## src/rtl/ex_div_sequencer.sv

```systemverilog
// Multi-cycle RV32M divide/remainder sequencer for the Execute stage.
// Uses a restoring shift-subtract divider with one step per clock.
// The quotient and remainder are corrected for sign on entry to DONE.
module ex_div_sequencer #(
  parameter int unsigned XLEN  = 32,
  parameter int unsigned CNT_W = 6
) (
  input  logic            clock,
  input  logic            reset,
  input  logic            div_req_ip,
  input  logic [1:0]      div_op_ip,
  input  logic [XLEN-1:0] dividend_ip,
  input  logic [XLEN-1:0] divisor_ip,
  input  logic            flush_ip,
  output logic            stall_op,
  output logic            busy_op,
  output logic [XLEN-1:0] div_result_op,
  output logic            div_valid_op
);

  localparam logic [XLEN-1:0] SMIN    = {1'b1, {(XLEN-1){1'b0}}};
  localparam logic [XLEN-1:0] ONES    = {XLEN{1'b1}};
  localparam logic [CNT_W-1:0] LAST_STEP = CNT_W'(XLEN-1);

  typedef enum logic [1:0] {ST_IDLE, ST_CALC, ST_DONE} state_e;

  state_e            state_q, state_d;
  logic [CNT_W-1:0]  cnt_q, cnt_d;
  logic [XLEN-1:0]   rem_q, rem_d;
  logic [XLEN-1:0]   quo_q, quo_d;
  logic [XLEN-1:0]   dsr_q, dsr_d;
  logic [1:0]        op_q, op_d;
  logic              neg_quo_q, neg_quo_d;
  logic              neg_rem_q, neg_rem_d;
  logic              busy_q, busy_d;
  logic [XLEN-1:0]   result_q, result_d;
  logic              valid_q, valid_d;

  logic              signed_op, a_neg, b_neg;
  logic [XLEN-1:0]   a_mag, b_mag;
  logic [XLEN:0]     trial, diff;
  logic              no_borrow;
  logic [XLEN-1:0]   rem_step, quo_step, quo_fin, rem_fin;
  logic              stall_raw;

  // Operand conditioning and one restoring step
  always_comb begin
    signed_op = ~div_op_ip[0];
    a_neg     = signed_op & dividend_ip[XLEN-1];
    b_neg     = signed_op & divisor_ip[XLEN-1];
    a_mag     = a_neg ? -dividend_ip : dividend_ip;
    b_mag     = b_neg ? -divisor_ip : divisor_ip;
    trial     = {rem_q, quo_q[XLEN-1]};
    diff      = trial - {1'b0, dsr_q};
    no_borrow = ~diff[XLEN];
    rem_step  = no_borrow ? diff[XLEN-1:0] : trial[XLEN-1:0];
    quo_step  = {quo_q[XLEN-2:0], no_borrow};
    quo_fin   = neg_quo_q ? -quo_step : quo_step;
    rem_fin   = neg_rem_q ? -rem_step : rem_step;
  end

  // Next-state, datapath update and output selection
  always_comb begin
    state_d   = state_q;
    cnt_d     = cnt_q;
    rem_d     = rem_q;
    quo_d     = quo_q;
    dsr_d     = dsr_q;
    op_d      = op_q;
    neg_quo_d = neg_quo_q;
    neg_rem_d = neg_rem_q;
    result_d  = result_q;
    valid_d   = 1'b0;
    stall_raw = 1'b0;

    unique case (state_q)
      ST_IDLE: begin
        stall_raw = div_req_ip & ~flush_ip;
        if (div_req_ip && !flush_ip) begin
          op_d      = div_op_ip;
          rem_d     = '0;
          quo_d     = a_mag;
          dsr_d     = b_mag;
          neg_quo_d = a_neg ^ b_neg;
          neg_rem_d = a_neg;
          cnt_d     = '0;
          if (divisor_ip == '0) begin
            state_d  = ST_DONE;
            valid_d  = 1'b1;
            result_d = div_op_ip[1] ? dividend_ip : ONES;
          end else if (signed_op && dividend_ip == SMIN && divisor_ip == ONES) begin
            state_d  = ST_DONE;
            valid_d  = 1'b1;
            result_d = div_op_ip[1] ? '0 : SMIN;
          end else begin
            state_d  = ST_CALC;
          end
        end
      end
      ST_CALC: begin
        stall_raw = 1'b1;
        if (flush_ip) begin
          state_d = ST_IDLE;
        end else begin
          rem_d = rem_step;
          quo_d = quo_step;
          cnt_d = cnt_q + CNT_W'(1);
          if (cnt_q == LAST_STEP) begin
            state_d  = ST_DONE;
            valid_d  = 1'b1;
            result_d = op_q[1] ? rem_fin : quo_fin;
          end
        end
      end
      ST_DONE: begin
        state_d = ST_IDLE;
      end
      default: begin
        state_d = ST_IDLE;
      end
    endcase

    busy_d   = (state_d != ST_IDLE);
    stall_op = reset & stall_raw;
  end

  // State and datapath registers
  always_ff @(posedge clock or negedge reset) begin
    if (!reset) begin
      state_q   <= ST_IDLE;
      cnt_q     <= '0;
      rem_q     <= '0;
      quo_q     <= '0;
      dsr_q     <= '0;
      op_q      <= '0;
      neg_quo_q <= 1'b0;
      neg_rem_q <= 1'b0;
      busy_q    <= 1'b0;
      result_q  <= '0;
      valid_q   <= 1'b0;
    end else begin
      state_q   <= state_d;
      cnt_q     <= cnt_d;
      rem_q     <= rem_d;
      quo_q     <= quo_d;
      dsr_q     <= dsr_d;
      op_q      <= op_d;
      neg_quo_q <= neg_quo_d;
      neg_rem_q <= neg_rem_d;
      busy_q    <= busy_d;
      result_q  <= result_d;
      valid_q   <= valid_d;
    end
  end

  assign busy_op       = busy_q;
  assign div_result_op = result_q;
  assign div_valid_op  = valid_q;

endmodule

```

## config.mk

```make
export PLATFORM = sky130hd
export DESIGN_NAME = ex_div_sequencer
export DESIGN_NICKNAME = d
export VERILOG_FILES = /design/src/rtl/ex_div_sequencer.sv
export SDC_FILE = /design/constraint.sdc
export NUM_CORES = 1
export LEC_CHECK = 0
export CELL_PAD_IN_SITES_DETAIL_PLACEMENT = 1
export CELL_PAD_IN_SITES_GLOBAL_PLACEMENT = 2
export CORE_MARGIN = 3
export CORE_UTILIZATION = 36
export CTS_BUF_LIST = sky130_fd_sc_hd__clkbuf_4 sky130_fd_sc_hd__clkbuf_8
export CTS_CLUSTER_DIAMETER = 120
export DETAILED_ROUTE_END_ITERATION = 10
export GPL_ROUTABILITY_DRIVEN = 1
export HOLD_SLACK_MARGIN = 0.1
export PLACE_DENSITY = 0.9
export SLEW_MARGIN = 40
export SYNTH_ARGS = -nofsm -noshare
export SYNTH_HDL_FRONTEND = slang
export SYNTH_SLANG_ARGS = --single-unit
```

## constraint.sdc

```tcl
create_clock -name clock -period 7.1 [get_ports clock]
set_input_delay 1.065 -clock clock [delete_from_list [all_inputs] [get_ports clock]]
set_output_delay 1.065 -clock clock [all_outputs]
set_load 0.01 [all_outputs]
```

==> reports/qor.csv, run 1 <==
stage,metric,value,unit
sta,rsz0062_at_grt,no,
drt,wire_per_inst,21.7,um
die,die_h,188,um
sta,slew_violations,0,
clocking,clock_path_buffers,2,
clocking,post_cts_buffers,0,
placed_design,place.gp.congestion,0.884,
clocking,numCtsBuffers,17,
die,die-area,0.0352,mm2
drt,drt-initial-drc-count,945,
clocking,cts_tree,yes,
clocking,root_buffer,clkbuf_8,
yosys,syn_nets,1660,
status,status,finished clean,
die,die_w,188,um
global_route,antenna_found_initial,0,
die,ios,105,
yosys,ys_seq_area_share,29.7,%
yosys,ys_dominant_reg_cell,dfrtp_1,
drt,dr.pass1.iters,5,
critical_path,worstRegToRegCells,22,
global_route,grt_pass1_wl,69.8,mm
critical_path,end_kind,register,
global_route,grt_overflow_total,0,
layout,final_common_cell,nand2_1,
critical_path,path_class,reg -> reg,
critical_path,required,7470,ps
sta,min_period,5600,ps
layout,area_growth_syn_to_layout,14.9,%
pwr,p_per_area,397,mW/mm2
worst_hold_path,min_path_type,in -> async,
layout,drive_above_1_share,5.93,%
drt,postRouteAntennaNets,0,
pwr,p_leak,5.40,nW
critical_path,cp_max_fo,22,
sta,tns,0,ps
drt,drc,0,
clocking,clock_latency,490,ps
flow_run,cap_violations,0,
clocking,post_cts_resized,0,
yosys,synth_enable_flop_cells,0,
die,initial_core_util,37.1,%
clocking,clkTransAtPathRegs,100,ps
yosys,syn_inst,1551,
placed_design,portBuffers,104,
global_route,grt_max_degree,74,
placed_design,place_area,0.0132,mm2
global_route,track_usage,24.9,%
sta,finalClockSkew,22.1,ps
drt,wirelength,44.5,mm
drt,via_per_inst,5.91,
sta,tightest_slew,809,ps
clocking,htreeDepth,4,
global_route,grt_pass1_vias,12400,
layout,stdcell_area,0.0137,mm2
layout,final_nets,1716,
clocking,hold_buffers,0,
sta,finalHoldViolCount,0,
die,core,0.0320,mm2
pwr,ir_drop,172,uV
sta,max-slew-margin-rel,44.7,%
yosys,ys_types,85,
yosys,async_flop_share,100,%
sta,setup_viol,0,
placed_design,dpl.hpwl,34.4,mm
die,rows,65,
drt,via_count,12100,
yosys,ys_seq_elements,141,
yosys,synth_area,0.0119,mm2
yosys,yosys_warnings,0,
critical_path,crit_arrival,5970,ps
critical_path,startpoint_type,register,
layout,final_cell_mix,"194 x nand2_1, 189 x o21ai_0, 140 x dfrtp_1",
sta,period_share,78.9,%
yosys,syn_area_per_cell,7.66,um2
clocking,cts_sinks,141,
sta,timing.fmax,179,MHz
-- power breakdown --
part	internal, W	leakage (nW)	switching, W
registers	0.000977	1.85	0.000266
logic	0.00126	3.37	0.00223
clock network	0.000321	0.183	0.000379
-- registers in the layout, indices dropped and copies added (netlist names), 2 cells and up --
signal and cells:
dsr_q 32, state_q 2, div_result_op 32, cnt_q 6
rem_q 32, quo_q 32
-- through the flow --
stage          setup slack (ps)  utilization (%)  power, W  instances  hold slack [ps]
6_report                   1500             42.6   0.00542       2056              476
4_1_cts                    1620             42.5   0.00538       2055              474
5_1_grt                    1090             42.6   0.00584       2055              484
2_1_floorplan              2150                -   0.00370       1551              450
3_5_place_dp               1320             41.3   0.00467       2023              471
3_3_place_gp               1450             41.3   0.00458       2023              464
-- synthesized netlist by cell type (26+ instances only) --
cell type  number  share of area, %
a31oi_1        26               1.4
o31ai_1        29               1.8
ha_1           38               4.0
xnor2_1        75               5.5
nor3_1         39               1.6
clkbuf_1       64               2.0
nand2_1       194               6.1
inv_1          62               2.0
dfrtp_1       141                30
a21oi_1       134               5.6
xor2_1         49               3.6
o21ai_0       189               8.0
nor2_1        131               4.1
-- layer usage --
metal	routed length (um)	part of all wire, %	vias to the layer above	GRT usage, %
li1	-	-	5707	-
met1	20400	46	6059	33.6
met2	20900	47	325	41.3
met3	2230	5.0	50	3.93
met4	1010	2.3	0	7.13
met5	0	0	-	0
-- cell families after synthesis --
family / count (synthesis) / synth area share [%]
compound gates: 529 / 27.4
xor+xnor: 124 / 9.14
buf+inv: 152 / 5.57
simple gates: 543 / 21.9
fa+ha+maj: 39 / 4.17
mux: 23 / 2.03
flops: 141 / 29.7
-- final timing paths --
check,start,end,slack [ps]
worst max-delay path,quo_q[31],div_result_op[30],1500
worst min-delay path,reset,dsr_q[7],480
worst max register to register,quo_q[31],div_result_op[30],1500
worst min register to register,dsr_q[6],dsr_q[6],490
max in group asynchronous,reset,neg_quo_q,5570
min in group clock,dsr_q[6],dsr_q[6],490
-- layout make-up --
class | count | area, um2
sequential | 141 | 3530
antenna | 1 | 2.50
multi-input combinational | 1258 | 7730
inverter | 64 | 240
clock inverter | 14 | 158
fill | 3941 | 18400
clock buffer | 18 | 241
tap | 435 | 544
timing repair buffer | 125 | 1200
-- worst max-delay path: stages (launching register included) --
cell	delay [ps]
dfrtp_1	430
inv_1	70
ha_1	200
inv_1	90
fa_1	210
a211oi_1	130
o31a_1	360
a211o_1	400
a2111oi_4	470
o21a_1	170
buf_4	260
nor2_2	80
inv_1	200
ha_1	250
nand2_1	150
nor4_1	460
nand3_1	300
o21ai_0	310
xor2_1	170
o21a_1	210
nor4b_1	260
mux2i_1	150
o211a_1	140
No activity file was read; power rests on OpenSTA's default activity.
==> inputs of run 2 (changes only) <==
Settings changed: CORE_UTILIZATION 36 to 32, PLACE_DENSITY 0.9 to 0.85.
Clock period 7.1 ns to 4.9 ns, I/O delays scaled along.
==> run 2 against run 1 <==
  * Fmax up 20%
  * Clock power up 47%
  * Die area up 12%
  * First-iteration DRC count down 13%
  * Sequential share of layout area down 0.80 points
  * Power up 52%
  * Cell count up 3.0%
  * Count of clock-buffer cells in the layout unchanged
  * Via count up 0.72%
  * Flip-flop and latch count unchanged
  * Global-route usage down 1.2 points
  * Critical path type unchanged
  * Critical endpoint is now div_result_op[28]
  * Largest cell class unchanged
  * Largest power group unchanged
==> reports/qor.csv, run 2 (synthesis results as in run 1) <==
stage,metric,value,unit
status,status,finished clean,
critical_path,worstPathCellList,"ha_4, nand2_1, or4_1, a211o_1, a2111oi_4, o21a_1, nor2_2, inv_2, buf_4, mux2i_2, ha_1, inv_1, a221o_1, or2_0, o41ai_2, mux2_2, nor2_1",
clocking,numCtsBuffers,17,
drt,via_per_inst,5.78,
global_route,antenna_found_initial,2,
die,ios,105,
global_route,grt_overflow_total,0,
critical_path,worstRegToRegCells,17,
critical_path,crit_arrival,5070,ps
critical_path,startpoint_type,register,
clocking,cts_tree,yes,
critical_path,crit_slowest_cell,or4_1,
drt,drc,0,
critical_path,cp.depth,17,
critical_path,path_class,reg -> reg,
drt,wire_per_inst,22.0,um
pwr,finalPower,0.00823,W
layout,stdcell_area,0.0141,mm2
global_route,grt_pass1_vias,12600,
global_route,grt_max_degree,73,
clocking,clock_path_buffers,2,
clocking,clkTransAtPathRegs,100,ps
placed_design,dp.cells,2082,
layout,final_nets,1751,
pwr,ir_drop,331,uV
layout,final_cell_mix,"194 x nand2_1, 187 x o21ai_0, 141 x dfrtp_1",
clocking,root_buffer,clkbuf_8,
placed_design,place_area,0.0136,mm2
critical_path,crit_family,compound AO/OA/AOI/OAI gates,
pwr,p_leak,5.60,nW
die,die-area,0.0395,mm2
sta,finalClockSkew,17.1,ps
pwr,p_per_area,585,mW/mm2
layout,layoutNonFillerInstCount,2117,
clocking,htreeDepth,4,
sta,tns,0,ps
sta,tightest_slew,883,ps
worst_hold_path,min_path_type,in -> async,
sta,max-slew-margin-rel,39.6,%
drt,dr.pass1.iters,5,
global_route,grt_pass1_wl,72.7,mm
sta,finalHoldViolCount,0,
sta,slew_violations,0,
layout,final_common_cell,nand2_1,
sta,period_share,94.9,%
drt,drt-initial-drc-count,822,
flow_run,cap_violations,0,
placed_design,portBuffers,104,
die,initial_core_util,32.9,%
critical_path,cpPeakStageDelay,560,ps
layout,area_growth_syn_to_layout,18.5,%
layout,drive_above_1_share,8.82,%
die,rows,69,
critical_path,cp_max_fo,7,
drt,postRouteAntennaNets,0,
layout,final_core_util,39.0,%
critical_path,cp_num_buf_inv,3,
sta,setup_viol,0,
placed_design,place.gp.congestion,0.885,
sta,timing.fmax,215,MHz
clocking,cts_sinks,141,
critical_path,required,5320,ps
placed_design,dpl.hpwl,36.6,mm
die,die_w,199,um
critical_path,end_kind,register,
sta,min_period,4650,ps
die,die_h,199,um
drt,via_count,12200,
drt,wirelength,46.5,mm
global_route,track_usage,23.7,%
clocking,clock_latency,490,ps
die,core,0.0361,mm2
run 2: changes by cell type in the layout (fill, tap and decap cells not counted), moves of 3 or more:
cell        change
clkinvlp_4      -3
ha_1            -5
o41ai_1         -3
buf_4          +34
o41ai_2         +3
ha_4            +4
run 2: power by group:
group / internal (W) / total [W] / switching (W)
combinational: 0.00203 / 0.00540 / 0.00338
sequential: 0.00142 / 0.00180 / 0.000390
clock: 0.000476 / 0.00103 / 0.000552
total: 0.00392 / 0.00823 / 0.00432
run 2: path summary, 6_finish.rpt:
kind / slack [ps] / start / endpoint
worst max register to register: 250 / rem_q[14] / div_result_op[28]
worst min-delay path: 140 / reset / cnt_q[3]
max in group asynchronous: 3690 / reset / rem_q[30]
worst max-delay path: 250 / rem_q[14] / div_result_op[28]
min in group clock: 490 / dsr_q[16] / dsr_q[16]
worst min register to register: 490 / dsr_q[16] / dsr_q[16]
run 2: metrics by stage:
stage	worst slack, ps	hold slack [ps]
3_5_place_dp	123	473
2_1_floorplan	-8.19	439
6_report	248	144
3_3_place_gp	273	463
5_1_grt	-15.7	123
4_1_cts	90.6	120
run 2: final cells by class:
cell class,instances,area [um2]
Antenna cell,1,2.50
Clock buffer,18,248
Clock inverter,14,158
Fill cell,4426,22000
Inverter,64,240
Multi-Input combinational cell,1258,7840
Sequential cell,141,3530
Tap cell,461,577
Timing Repair Buffer,160,1490
run 2: repair_timing:
action | 4_1_cts | 5_1_grt
buffers inserted | 0 | 2
setup endpoints to repair | 0 | 18
hold buffers | 0 | 0
endpoints found under the hold margin | 0 | 0
resized for setup | 0 | 20
run 2: layer usage:
metal	global-route usage, %	up-vias	wire, um
li1	-	5791	-
met3	4.37	46	2540
met1	32.8	6092	21600
met4	5.93	2	859
met2	38.3	298	21500
met5	0	-	13
==> inputs of run 3 (changes only) <==
Settings changed: CTS_CLUSTER_DIAMETER 120 to 200, CTS_CLUSTER_SIZE set to 10, PLACE_DENSITY 0.85 to 0.88.
==> run 3 against run 2 <==
  * Sequential power about the same
  * Via count up 1.7%
  * Non-clock buffer count is 18 higher
  * Global-route usage grew 0.062 points
  * Fmax is 1.0% lower
==> reports/qor.csv, run 3 (synthesis results as in run 1) <==
stage,metric,value,unit
worst_hold_path,min_path_type,reg -> reg,
clocking,root_buffer,clkbuf_8,
critical_path,path_class,reg -> reg,
critical_path,startpoint_type,register,
placed_design,portBuffers,104,
placed_design,dpl.hpwl,36.6,mm
sta,timing.fmax,213,MHz
drt,drt-initial-drc-count,879,
clocking,clock_path_buffers,2,
pwr,ir_drop,349,uV
critical_path,end_kind,register,
drt,drc,0,
die,die_w,199,um
layout,drive_above_1_share,9.87,%
clocking,numCtsBuffers,17,
global_route,met2_usage,38.9,%
layout,final_core_util,39.6,%
clocking,cts_tree,yes,
global_route,gr-usage-met3,3.17,%
flow_run,cap_violations,0,
layout,final_nets,1769,
sta,min_period,4700,ps
global_route,use_met1,33.5,%
pwr,p_leak,5.72,nW
layout,antenna_cells,0,
global_route,grt_pass1_wl,72.8,mm
placed_design,place.gp.congestion,0.917,
critical_path,cp_num_buf_inv,4,
global_route,grt_overflow_total,0,
die,rows,69,
sta,tns,0,ps
drt,via_count,12400,
drt,postRouteAntennaNets,0,
layout,final_cell_mix,"193 x nand2_1, 188 x o21ai_0, 140 x dfrtp_1",
global_route,antenna_found_initial,0,
clocking,clkTransAtPathRegs,100,ps
die,ios,105,
sta,finalClockSkew,24.1,ps
critical_path,cp_max_fo,5,
drt,wire_per_inst,22.1,um
critical_path,worstPathCellList,"ha_1, nand2_1, or4_1, a211o_1, a2111oi_4, buf_4, nor3_4, nor2_2, inv_2, buf_4, mux2i_2, ha_1, inv_1, a221o_1, or2_0, o41ai_2, mux2_2, nor2_1",
sta,slew_violations,0,
sta,setup_viol,0,
status,status,finished clean,
drt,wirelength,47.2,mm
global_route,grt_max_degree,67,
critical_path,cpPeakStageDelay,540,ps
drt,via_per_inst,5.83,
critical_path,crit_family,compound AO/OA/AOI/OAI gates,
die,initial_core_util,32.9,%
pwr,p_per_area,595,mW/mm2
sta,finalHoldViolCount,0,
clocking,cts_sinks,141,
critical_path,crit_slowest_cell,or4_1,
global_route,grt_pass1_vias,12300,
clocking,clock_latency,500,ps
sta,tightest_slew,805,ps
die,die-area,0.0395,mm2
drt,dr.pass1.iters,5,
critical_path,crit_arrival,5130,ps
layout,area_growth_syn_to_layout,20.3,%
critical_path,required,5330,ps
layout,final_common_cell,nand2_1,
sta,max-slew-margin-rel,45.0,%
global_route,grt_busiest_layer,met2,
die,die_h,199,um
die,core,0.0361,mm2
clocking,htreeDepth,4,
sta,period_share,95.9,%
global_route,track_usage,23.7,%
-- run 3: through the flow --
stage,cell area (um2),total power (W),setup WS [ps],hold slack [ps],instances
floorplan,11900,0.00536,-8.19,439,1551
detailed placement,13600,0.00708,-11.0,470,2089
finish,14300,0.00850,201,485,2133
global placement,13600,0.00693,159,462,2089
global route,14300,0.00908,-23.3,525,2133
CTS,14100,0.00826,8.54,490,2121
-- run 3: power by group --
group	switching [W]	internal, W
clock	0.000535	0.000605
combinational	0.00347	0.00210
sequential	0.000374	0.00142
-- run 3: what timing repair did --
action	4_1_cts	5_1_grt
hold endpoints to repair	19	0
gates resized for setup	2	24
hold buffers	1	0
pin swaps	0	9
setup buffers	0	11
setup endpoints to repair	2	16
-- run 3: cell type report --
class	count	area (um2)
repair buffers	178	1640
flip-flops and latches	141	3530
fillers	4417	21800
multi-input cells	1258	7850
clock inverters	14	219
clock buffers	17	234
inverters	64	240
well taps	461	577
-- run 3: path summary, 6_finish.rpt --
check / start / end / slack [ps] / cells past startpoint
worst max-delay path: rem_q[14] / div_result_op[28] / 200 / 18
worst min-delay path: dsr_q[21] / dsr_q[21] / 480 / 2
worst max register to register: rem_q[14] / div_result_op[28] / 200 / 18
worst min register to register: dsr_q[21] / dsr_q[21] / 480 / 2
max in group asynchronous: reset / div_result_op[13] / 3280 / 3
min in group asynchronous: reset / dsr_q[27] / 660 / 2
-- run 3: worst reg2reg max path, cell delays in order (launching register included) --
cell and delay [ps]:
dfrtp_1 450, ha_1 320, nand2_1 110, or4_1 540, a211o_1 310, a2111oi_4 380, buf_4 200, nor3_4 40
nor2_2 140, inv_2 80, buf_4 150, mux2i_2 250, ha_1 230, inv_1 100, a221o_1 340, or2_0 250
o41ai_2 240, mux2_2 370, nor2_1 110
-- run 3: routing by layer --
layer,wire length (um),vias up,share of wire (%)
li1,-,5823,-
met1,21900,6226,46
met2,22200,348,47
met3,2400,45,5.1
met4,673,0,1.4
met5,0,-,0
